===== config.mk =====
export PLATFORM = sky130hd
export DESIGN_NAME = osc_freq_monitor
export DESIGN_NICKNAME = d
export VERILOG_FILES = /design/src/rtl/osc_freq_monitor.sv
export SDC_FILE = /design/constraint.sdc
export NUM_CORES = 1
export LEC_CHECK = 0
export ABC_AREA = 1
export CAP_MARGIN = 5
export CORE_MARGIN = 2
export CORE_UTILIZATION = 39
export CTS_CLUSTER_DIAMETER = 50
export DETAILED_ROUTE_END_ITERATION = 7
export SETUP_SLACK_MARGIN = 0.05
export SYNTH_ARGS = -nofsm -noshare
export SYNTH_HDL_FRONTEND = slang
export SYNTH_SLANG_ARGS = --single-unit

===== constraint.sdc =====
create_clock -name CLK -period 2.6 [get_ports CLK]
set_input_delay 0.78 -clock CLK [delete_from_list [all_inputs] [get_ports CLK]]
set_output_delay 0.78 -clock CLK [all_outputs]
set_load 0.03 [all_outputs]

===== src/rtl/osc_freq_monitor.sv =====
// Oscillator frequency monitor: counts MEAS_IN rising edges over back-to-back CLK windows and flags out-of-range or lost oscillators.
// Optional macro OSC_FREQ_MONITOR_STICKY_LOSS_EN makes CLK_LOSS sticky until LOSS_CLR or RESET.
module osc_freq_monitor #(
  parameter int GATE_CYCLES  = 50000,
  parameter int CNT_W        = 16,
  parameter int MIN_COUNT    = 45,
  parameter int MAX_COUNT    = 55,
  parameter int LOSS_WINDOWS = 2
) (
  input  logic             CLK,
  input  logic             RESET,
  input  logic             ENABLE,
  input  logic             MEAS_IN,
  input  logic             LOSS_CLR,
  output logic [CNT_W-1:0] FREQ_COUNT,
  output logic             FREQ_VALID,
  output logic             CLK_OOR,
  output logic             CLK_LOSS,
  output logic             BUSY,
  output logic [1:0]       fsm_state
);

  localparam int GATE_W = (GATE_CYCLES > 1) ? $clog2(GATE_CYCLES) : 1;
  localparam int LOSS_W = $clog2(LOSS_WINDOWS + 1);
  localparam logic [GATE_W-1:0] GATE_LAST = GATE_W'(GATE_CYCLES - 1);
  localparam logic [CNT_W-1:0]  CNT_MAX   = '1;
  localparam logic [CNT_W-1:0]  MIN_C     = CNT_W'(MIN_COUNT);
  localparam logic [CNT_W-1:0]  MAX_C     = CNT_W'(MAX_COUNT);
  localparam logic [LOSS_W-1:0] LOSS_TGT  = LOSS_W'(LOSS_WINDOWS);

  typedef enum logic [1:0] {
    IDLE    = 2'd0,
    FLUSH   = 2'd1,
    MEASURE = 2'd2
  } state_t;

  state_t state, state_next;

  logic              sync1, sync2, prev;
  logic              edge_hit;
  logic              flush_cnt, flush_next;
  logic [GATE_W-1:0] gate_cnt, gate_next;
  logic [CNT_W-1:0]  edge_cnt, edge_cnt_next;
  logic [CNT_W-1:0]  win_count;
  logic              terminal;
  logic [LOSS_W-1:0] low_run, low_run_next;
  logic              loss_set;

  // MEAS_IN is asynchronous: two flops for metastability, a third for edge detection.
  always_ff @(posedge CLK or posedge RESET) begin
    if (RESET) begin
      sync1 <= 1'b0;
      sync2 <= 1'b0;
      prev  <= 1'b0;
    end else begin
      sync1 <= MEAS_IN;
      sync2 <= sync1;
      prev  <= sync2;
    end
  end

  assign edge_hit = sync2 & ~prev;

  // Saturating count including this cycle's edge; never wraps.
  assign win_count = (edge_hit && (edge_cnt != CNT_MAX)) ? edge_cnt + 1'b1 : edge_cnt;

  always_ff @(posedge CLK or posedge RESET) begin
    if (RESET) begin
      state     <= IDLE;
      flush_cnt <= 1'b0;
      gate_cnt  <= '0;
      edge_cnt  <= '0;
    end else begin
      state     <= state_next;
      flush_cnt <= flush_next;
      gate_cnt  <= gate_next;
      edge_cnt  <= edge_cnt_next;
    end
  end

  always_comb begin
    state_next    = state;
    flush_next    = 1'b0;
    gate_next     = '0;
    edge_cnt_next = '0;
    terminal      = 1'b0;
    case (state)
      IDLE: begin
        if (ENABLE) state_next = FLUSH;
      end
      FLUSH: begin
        if (!ENABLE)        state_next = IDLE;
        else if (flush_cnt) state_next = MEASURE;
        else                flush_next = 1'b1;
      end
      MEASURE: begin
        // Terminal cycle restarts the window in place so windows run back to back.
        if (!ENABLE) begin
          state_next = IDLE;
        end else if (gate_cnt == GATE_LAST) begin
          terminal = 1'b1;
        end else begin
          gate_next     = gate_cnt + 1'b1;
          edge_cnt_next = win_count;
        end
      end
      default: state_next = IDLE;
    endcase
  end

  always_comb begin
    low_run_next = '0;
    if (win_count < MIN_C) begin
      low_run_next = (low_run == LOSS_TGT) ? low_run : low_run + 1'b1;
    end
  end

  assign loss_set = (low_run_next == LOSS_TGT);

  always_ff @(posedge CLK or posedge RESET) begin
    if (RESET) begin
      FREQ_COUNT <= '0;
      FREQ_VALID <= 1'b0;
      CLK_OOR    <= 1'b0;
      low_run    <= '0;
    end else begin
      FREQ_VALID <= terminal;
      if (terminal) begin
        FREQ_COUNT <= win_count;
        CLK_OOR    <= (win_count < MIN_C) || (win_count > MAX_C);
        low_run    <= low_run_next;
      end
    end
  end

`ifdef OSC_FREQ_MONITOR_STICKY_LOSS_EN
  // A window end that sets loss takes priority over a simultaneous clear.
  always_ff @(posedge CLK or posedge RESET) begin
    if (RESET) begin
      CLK_LOSS <= 1'b0;
    end else if (terminal && loss_set) begin
      CLK_LOSS <= 1'b1;
    end else if (LOSS_CLR) begin
      CLK_LOSS <= 1'b0;
    end
  end
`else
  logic loss_clr_unused;
  assign loss_clr_unused = LOSS_CLR;

  always_ff @(posedge CLK or posedge RESET) begin
    if (RESET) begin
      CLK_LOSS <= 1'b0;
    end else if (terminal) begin
      CLK_LOSS <= loss_set;
    end
  end
`endif

  assign BUSY      = (state != IDLE);
  assign fsm_state = state;

endmodule


; ---- After elaboration in Yosys (flattened, before gate mapping)
; Cells that the tools add are included.
[classes]
add_sub_neg = 3
multipliers = 0
div_mod_pow = 0
order_cmp = 2
n_eq_ne = 9
shifts = 0
n_mux = 20
bitwise_logic = 2
n_reduce_logical = 5
[ops]
columns = operator, count
row1 = 2-to-1 mux 16 bit, 7
row2 = adder 16 x 1 -> 16 bit (second input constant), 2
row3 = equality test 16 bit (second input constant), 1
row4 = greater-than comparator 16 x 6 -> 1 bit (second input constant), 1
row5 = less-than comparator 16 x 6 -> 1 bit (second input constant), 1
row6 = != test 16 bit (second input constant), 1
row7 = 2-to-1 mux 2 bit, 6
row8 = equality test 2 bit (second input constant), 3
row9 = 2-to-1 mux 1 bit, 6
row10 = case mux 2 bit (3 select lines), 1
row11 = != test 2 bit (second input constant), 2
row12 = != test 3 bit (second input constant), 1
row13 = AND reduction 3 bit, 1
row14 = adder 2 x 1 -> 2 bit (second input constant), 1
row15 = equality test 2 x 1 -> 1 bit (second input constant), 1
row16 = logical NOT 2 bit, 1
row17 = nonzero test 2 bit, 1
row18 = AND 1 bit, 1
row19 = logical AND 1 bit, 1
row20 = logical OR 1 bit, 1
row21 = inverter 1 bit, 1
[totals]
ff_bits = 59
latchBits = 0
mem_bits_rw = 0
rom_bits = 0
inputBits = 5
output_inout_bits = 22
elab_cells = 53
n_memories = 0

; ---- Depth between registers and ports, before layout
; Gate-level depths: netlist (run 1).
[logic_depth]
depth_word = 7
depth_mapped = 16
mapped_depth_nobuf = 15

; ---- Least setup slack after synthesis (run 1)
; No wires, ideal clock.
[synth_timing]
path_kind = flip-flop to flip-flop
start = register edge_cnt[0]
end = register CLK_OOR
setup_time_ps = 113
arrival_ps = 1816
t_required_ps = 2487
path_slack_ps = 672
stages_incl_launch_ff = 16
path_buffers = 1
synth_period_minus_slack_ps = 1928
cell_sequence = dfrtp_1 ha_1 nand2_1 nor2_4 nand2_4 nor2_4 nor2_4 buf_6 nand2_1 nand2_1 nor2_1 nand2_1 nor2_2 nand3_1 nand2_1 inv_1
[synth_via]
elab_chain_len = 5
word_cells_on_any_way = 7
classes_between = add/sub (1) / order compare (2) / eq/ne (1) / mux (1) / reduce/logical (2)
[synth_rtl]
columns = element, line_no
row1 = from (decl), 43  ; logic [CNT_W-1:0] edge_cnt, edge_cnt_next;
row2 = from (signal assigned), 77  ; edge_cnt <= edge_cnt_next;
row3 = "parallel branches: the longest is 2 deep, another holds adder 16 x 1 -> 16 bit", n/a
row4 = 2-to-1 mux 16 bit *, 65  ; assign win_count = (edge_hit && (edge_cnt != CNT_MAX)) ? edge_cnt + 1'b1 : edge_cnt;
row5 = less-than comparator 16 x 6 -> 1 bit / greater-than comparator 16 x 6 -> 1 bit (equally long branches), 130  ; CLK_OOR <= (win_count < MIN_C) || (win_count > MAX_C);
row6 = logical OR 1 bit *, 130
row7 = to (signal assigned), 130
row8 = to (decl), 17  ; output logic CLK_OOR,
; Every way passes the cells marked *.
; A chain may end at the register's enable or synchronous reset.

; ---- Final worst setup path (run 1)
[layout_timing]
start = register state[0], in the netlist fsm_state[0]
end = output port BUSY
[layout_via]
elab_chain_len = 1
[layout_rtl]
columns = element, line_no
row1 = from (decl), 37  ; state_t state, state_next;
row2 = from (signal assigned), 74  ; state <= state_next;
row3 = nonzero test 2 bit, 160  ; assign BUSY = (state != IDLE);
row4 = to (decl), 19  ; output logic BUSY,
; Every way passes these cells.

==> run metrics, run 1 <==
status completed; die span in y between 90 and 100 um; unrepaired setup endpoints after global routing no; Seq/Total Area, Yosys 48.9%; area of the die 8460 sq um; worst clock skew 0.00883 ns; H-tree Lvls 3; Placed Area 3430 sq um; fill count 785; vias in the first global route 2,383; final net count 441; Worst-path clk slew 0.06 ns; Total GRT Usage 15.7%; Final Util 48.0%; Syn. warnings 0; fin crit period 2.38 ns; P&R area growth vs syn 20.9%; Hold Fails Final Rpt 0; Crit. Startpoint fsm_state[0]; WS Path Type flip-flop to output port; RR Startpoint edge_cnt[1]; synthesized cell area 3020 sq um; endpoint type of the worst setup path output port; part of the cycle the worst path needs 91.6%; Max Cap Viol 0; Core ar. around 7600 sq um; total setup buffers inserted after CTS 0; Ports 27; post-route cell area approximately 3600 sq um; DRT antenna net count 0; Initial Util 39.7%; pin count of the biggest net entering global routing 60; diode count 0; Mapped Cells 396; maximum VDD drop 185 uV; worst slew pin tran 0.432 ns; post-synthesis average cell area 7.62 sq um; global-route wire length before repair 10.5 mm; relative slew slack 71.0%; I/O Buffers 25; arrival time worst endpoint 1.60 ns; Worst setup SP type flip-flop; grt ovf 0; CP endpoint BUSY; DR pass1 iterations 4; Vias 2,526; CP max stage delay between 0.5 and 0.6 ns; CTS tree done; cts repair resizes 0; Rows 32; Power Density between 500 and 600 nW/um^2; FF-to-FF path depth 15; TritonCTS buffer count 9; DP Wirelength 4.44 mm; Seq cells post-synth 59; Die X 92.0 um; vias per std cell 4.68; largest buffer count on any clock path 2; CP Cell Sequence or2_2 > clkdlybuf4s50_1; routability cong. 0.870; pins over their slew limit 0; hold_buf cts 0; reg-to-reg endpoint CLK_OOR; CTS root buffer clkbuf_8; final WL 6.19 mm; DRC violations left 0; peak fanout along the critical path 5; Hold Crit Class flip-flop to flip-flop; routed len/inst 11.5 um; Finish-stage setup viols 0; Synthesized Nets 404; Worst EP required 1.82 ns; Setup TNS 0 ns; Initial DRC Count 114; Reg2Reg Setup Slack 0.31 ns; initial antenna violation count 0; leakage 1.63 nW; Max Fclk 420 MHz; clk_lat worst skew 0.33 ns; number of clock sinks 59; Synth cell types 27; share of cells above drive strength 1 9.82%; Worst path slowest cell clkdlybuf4s50_1
==> synthesized netlist by cell type <==
cell | count | share of area (%)
o21ai_2 | 3 | 0.87
nor2_2 | 7 | 1.5
o211a_1 | 1 | 0.33
a21oi_1 | 10 | 1.7
buf_6 | 1 | 0.37
o21ai_1 | 5 | 0.83
nand4_1 | 10 | 2.1
nand2_2 | 3 | 0.62
nor2_1 | 58 | 7.2
o21ai_4 | 1 | 0.54
buf_2 | 1 | 0.17
o21ai_0 | 22 | 3.6
ha_1 | 3 | 1.2
xor2_1 | 2 | 0.58
nand3b_1 | 1 | 0.25
nor2_4 | 3 | 1.1
or2_2 | 2 | 0.41
a211oi_1 | 2 | 0.50
xnor2_1 | 3 | 0.87
dfrtp_1 | 59 | 49
nand3_1 | 16 | 2.7
nand2_4 | 2 | 0.75
nand2_1 | 110 | 14
nor3_1 | 9 | 1.5
a31oi_1 | 1 | 0.21
clkbuf_1 | 4 | 0.50
inv_1 | 57 | 7.1
==> metrics by stage <==
step | setup WS [ns] | std cells | hold WS [ns] | total power, mW
2_1_floorplan | 0.364 | 396 | 0.331 | 1.00
4_1_cts | 0.194 | 540 | 0.352 | 1.97
6_report | 0.219 | 540 | 0.350 | 1.94
5_1_grt | 0.113 | 540 | 0.368 | 2.02
3_5_place_dp | 0.329 | 524 | 0.338 | 1.04
3_3_place_gp | 0.372 | 524 | 0.340 | 1.04
==> flip-flops by register name, summed over array words and instances, names as in the netlist <==
| register | flops |
|---|---|
| FREQ_COUNT | 16 |
| edge_cnt | 16 |
| gate_cnt | 16 |
| fsm_state | 2 |
| low_run | 2 |
| CLK_LOSS | 1 |
| CLK_OOR | 1 |
| FREQ_VALID | 1 |
| flush_cnt | 1 |
| prev | 1 |
| sync1 | 1 |
| sync2 | 1 |
==> cell families after synthesis <==
logic type	share of synthesized area [%]
adder cells (fa/ha/maj)	1.24
flip-flops	48.9
AO/OA/AOI/OAI	8.58
buffers and inverters	8.12
XOR/XNOR	1.45
AND/OR/NAND/NOR	31.7
==> worst min path at each step <==
stage	cells past startpoint	start	to
after global routing	0	sync1	sync2
after detailed placement	0	sync1	sync2
after CTS	0	sync1	sync2
final	0	sync1	sync2
after floorplan	0	sync1	sync2
after global placement	0	sync1	sync2
==> cell usage in the layout, fill, tap and decap left out <==
| cell type | Yosys | routed |
|---|---|---|
| a31oi_1 | 1 | 1 |
| a21oi_1 | 10 | 10 |
| nand3_1 | 16 | 16 |
| nand2_2 | 3 | 3 |
| nand4_1 | 10 | 10 |
| o21ai_2 | 3 | 3 |
| o21ai_4 | 1 | 1 |
| inv_2 | 0 | 1 |
| clkinv_2 | 0 | 1 |
| nor2_1 | 58 | 58 |
| nor2_2 | 7 | 7 |
| buf_4 | 0 | 6 |
| xor2_1 | 2 | 2 |
| nor3_1 | 9 | 9 |
| clkinv_4 | 0 | 1 |
| o211a_1 | 1 | 1 |
| buf_12 | 0 | 1 |
| or2_2 | 2 | 2 |
| inv_1 | 57 | 56 |
| nand3b_1 | 1 | 1 |
| nand2_1 | 110 | 110 |
| bufinv_16 | 0 | 2 |
| nand2_4 | 2 | 2 |
| o21ai_1 | 5 | 5 |
| clkdlybuf4s50_1 | 0 | 25 |
| ha_1 | 3 | 3 |
| xnor2_1 | 3 | 3 |
| dfrtp_1 | 59 | 59 |
| clkbuf_1 | 4 | 2 |
| nor2_4 | 3 | 3 |
| a211oi_1 | 2 | 2 |
| o21ai_0 | 22 | 22 |
| clkbuf_8 | 0 | 10 |
==> cell type report <==
class / instances / area [sq um] / area share [%]
timing repair buffer: 32 / 315 / 8.64
inverter: 57 / 214 / 5.86
tap: 102 / 128 / 3.50
clock buffer: 12 / 145 / 3.98
clock inverter: 4 / 73.8 / 2.02
sequential: 59 / 1480 / 40.5
multi-input combinational: 274 / 1300 / 35.6
==> per-layer routing <==
layer  vias to the layer above  routed length [um]  global-route usage (%)
met5                         -                   0                       0
met4                         0                 123                    7.96
met3                        13                 189                    3.70
met2                        31                2900                    24.5
met1                      1172                2980                    20.3
li1                       1310                   -                       -
==> worst max-delay path: cells and delay by family, from the launching register on <==
kind | cells | cell delay (ns)
buffers and inverters | 1 | 0.59
DFF | 1 | 0.41
and+or+nand+nor | 1 | 0.28
==> power breakdown <==
part | internal (mW) | switching (mW) | leakage (nW)
clock network | 0.567 | 0.357 | 0.111
registers | 0.924 | 0.00425 | 0.815
logic | 0.0283 | 0.0612 | 0.704
total | 1.52 | 0.423 | 1.63
Note: power is estimated with default switching activity, not from simulation.
==> run 2: changes to the inputs <==
--- a/config.mk
+++ b/config.mk
@@ -11,6 +11,7 @@
 export CORE_UTILIZATION = 39
 export CTS_CLUSTER_DIAMETER = 50
 export DETAILED_ROUTE_END_ITERATION = 7
+export HOLD_SLACK_MARGIN = 0.03
 export SETUP_SLACK_MARGIN = 0.05
 export SYNTH_ARGS = -nofsm -noshare
 export SYNTH_HDL_FRONTEND = slang
==> results of run 2 <==
The final DEF is identical to that of run 1; final timing and power are the same.
==> run 3: changes to the inputs <==
--- a/config.mk
+++ b/config.mk
@@ -7,11 +7,13 @@
 export LEC_CHECK = 0
 export ABC_AREA = 1
 export CAP_MARGIN = 5
-export CORE_MARGIN = 2
-export CORE_UTILIZATION = 39
+export CORE_MARGIN = 10
+export CORE_UTILIZATION = 60
+export CTS_BUF_LIST = sky130_fd_sc_hd__clkbuf_2 sky130_fd_sc_hd__clkbuf_4 sky130_fd_sc_hd__clkbuf_8
 export CTS_CLUSTER_DIAMETER = 50
 export DETAILED_ROUTE_END_ITERATION = 7
 export HOLD_SLACK_MARGIN = 0.03
+export PLACE_DENSITY = 0.83
 export SETUP_SLACK_MARGIN = 0.05
 export SYNTH_ARGS = -nofsm -noshare
 export SYNTH_HDL_FRONTEND = slang
==> run metrics, run 3 (synthesis gave the netlist of run 1 again) <==
CTS tree done (unchanged); die span in y 90.9 um (was 92.0 um); area of the die 8270 sq um (was 8460 sq um); hold_buf cts 0 (unchanged); internal power 1.46 mW (was 1.52 mW); Total GRT Usage 15.7% (about the same); Worst-path clk slew 0.06 ns (about the same); Setup TNS 0 ns (unchanged); final net count 443 (was 441); CTS root buffer clkbuf_8 (unchanged); PnR worst setup slack 0.212 ns (was 0.219 ns); DR pass1 iterations 4 (unchanged); pin count of the biggest net entering global routing 45 (was 60); Rows 25 (was 32); routed len/inst 12.1 um (was 11.5 um); worst clock skew 0.00608 ns (was 0.00883 ns); worst hold stages 0 (unchanged); endpoint type of the worst setup path output port (unchanged); Placed Area 3370 sq um (was 3430 sq um); routability cong. 0.913 (was 0.870); status completed (unchanged); Initial Util 63.1% (was 39.7%); global-route wire length before repair 10.8 mm (was 10.5 mm); Initial DRC Count 168 (was 114); WS Path Type flip-flop to output port (unchanged); Ports 27 (unchanged); H-tree Lvls 3 (unchanged); Final Util 75.4% (was 48.0%); Hold Crit Class flip-flop to flip-flop (unchanged); diode count 0 (unchanged); unrepaired setup endpoints after global routing no (unchanged); Power Density 520 nW/um^2 (was 532 nW/um^2); sequential share of power 49.4% (was 47.8%); clk_lat worst skew 0.34 ns (was 0.33 ns); DRC violations left 0 (unchanged); Core ar. 4790 sq um (was 7610 sq um); Die X 90.9 um (was 92.0 um); DP Wirelength 4.47 mm (was 4.44 mm); DRT antenna net count 0 (unchanged); biggest regs FREQ_COUNT x16, edge_cnt x16, gate_cnt x16 (unchanged); Finish-stage setup viols 0 (unchanged); power share of the combinational group 4.9% (was 4.6%); Psw 0.418 mW (was 0.423 mW); Max Fclk 419 MHz (was 420 MHz); most common cell after layout, fill and taps aside nand2_1 (unchanged); relative slew slack 66.0% (was 71.0%); Worst setup SP type flip-flop (unchanged); worst slew pin tran 0.509 ns (was 0.432 ns); Vias 2,565 (was 2,526); largest buffer count on any clock path 2 (unchanged); leakage 1.64 nW (was 1.63 nW); FF-to-FF path depth 14 (was 15); grt ovf 0 (unchanged); Worst EP required 1.82 ns (about the same); clock power share 45.6% (was 47.6%); fill count 351 (was 785); I/O Buffers 25 (unchanged); fin crit period 2.39 ns (was 2.38 ns); vias in the first global route 2,395 (was 2,383); maximum VDD drop 612 uV (was 185 uV); Hold Fails Final Rpt 0 (unchanged); most frequent cells in the layout 110 x nand2_1, 59 x dfrtp_1, 58 x nor2_1 (unchanged); part of the cycle the worst path needs 91.9% (was 91.6%); pins over their slew limit 0 (unchanged); arrival time worst endpoint 1.61 ns (was 1.60 ns); number of clock sinks 59 (unchanged); worst slack, placed 0.312 ns (was 0.329 ns); P&R area growth vs syn 19.6% (was 20.9%); Reg2Reg Setup Slack 0.33 ns (was 0.31 ns); Max Cap Viol 0 (unchanged); initial antenna violation count 0 (unchanged); peak fanout along the critical path 5 (unchanged); final WL 6.14 mm (was 6.19 mm); post-route cell area 3610 sq um (was 3650 sq um); TritonCTS buffer count 9 (unchanged); vias per std cell 5.06 (was 4.68); share of cells above drive strength 1 10.7% (was 9.82%); Switching Share 22.3% (was 21.8%)
## run 3: cell count changes in the layout (fill, tap and decap cells not counted)
cell	previous run	this run
bufinv_16	2	1
clkbuf_4	0	1
clkbuf_1	2	0
clkbuf_8	10	11
clkinv_2	1	2
buf_4	6	8
## run 3: worst max-delay path: stages, from the launching register on
cell	delay, ns
dfrtp_1	0.41
or2_2	0.28
clkdlybuf4s50_1	0.59
## run 3: per-stage QoR
stage / instances / total power [mW] / hold WS (ns)
2_1_floorplan: 396 / 1.00 / 0.331
3_3_place_gp: 487 / 1.03 / 0.337
3_5_place_dp: 487 / 1.04 / 0.335
4_1_cts: 503 / 1.89 / 0.349
5_1_grt: 507 / 1.96 / 0.367
6_report: 507 / 1.88 / 0.348
## run 3: cell type report
class,count,area (sq um),share of cell area [%]
clock inverter,4,48.8,1.35
tap,67,83.8,2.32
timing repair buffer,34,330,9.15
clock buffer,12,159,4.40
multi-input combinational,274,1300,35.9
inverter,57,214,5.93
sequential,59,1480,40.9
## run 3: power by group through the flow
| stage | registers (mW) | clock network (mW) | logic, mW |
|---|---|---|---|
| floorplan | 0.949 | 0 | 0.0554 |
| global placement | 0.945 | 0 | 0.0886 |
| detailed placement | 0.945 | 0 | 0.0899 |
| CTS | 0.928 | 0.876 | 0.0904 |
| global route | 0.929 | 0.926 | 0.105 |
| finish | 0.929 | 0.857 | 0.0927 |
## run 3: routing by layer
metal  share of wire, %  GRT usage (%)
met1                 44           18.5
met2                 48           26.1
met3                5.3           4.44
met4                2.2           6.79
met5                  0              0
## run 3: repair_timing
action | CTS | global route
buffers inserted | 0 | 4
resized for setup | 0 | 0
endpoints found under the setup margin | 0 | 4
## run 3: path summary, 6_finish.rpt
check | startpoint | end
min in group asynchronous | RESET | gate_cnt[6]
worst max register to register | edge_cnt[0] | low_run[0]
worst max-delay path | fsm_state[0] | BUSY
max in group asynchronous | RESET | prev
worst min-delay path | sync1 | sync2
worst min register to register | sync1 | sync2
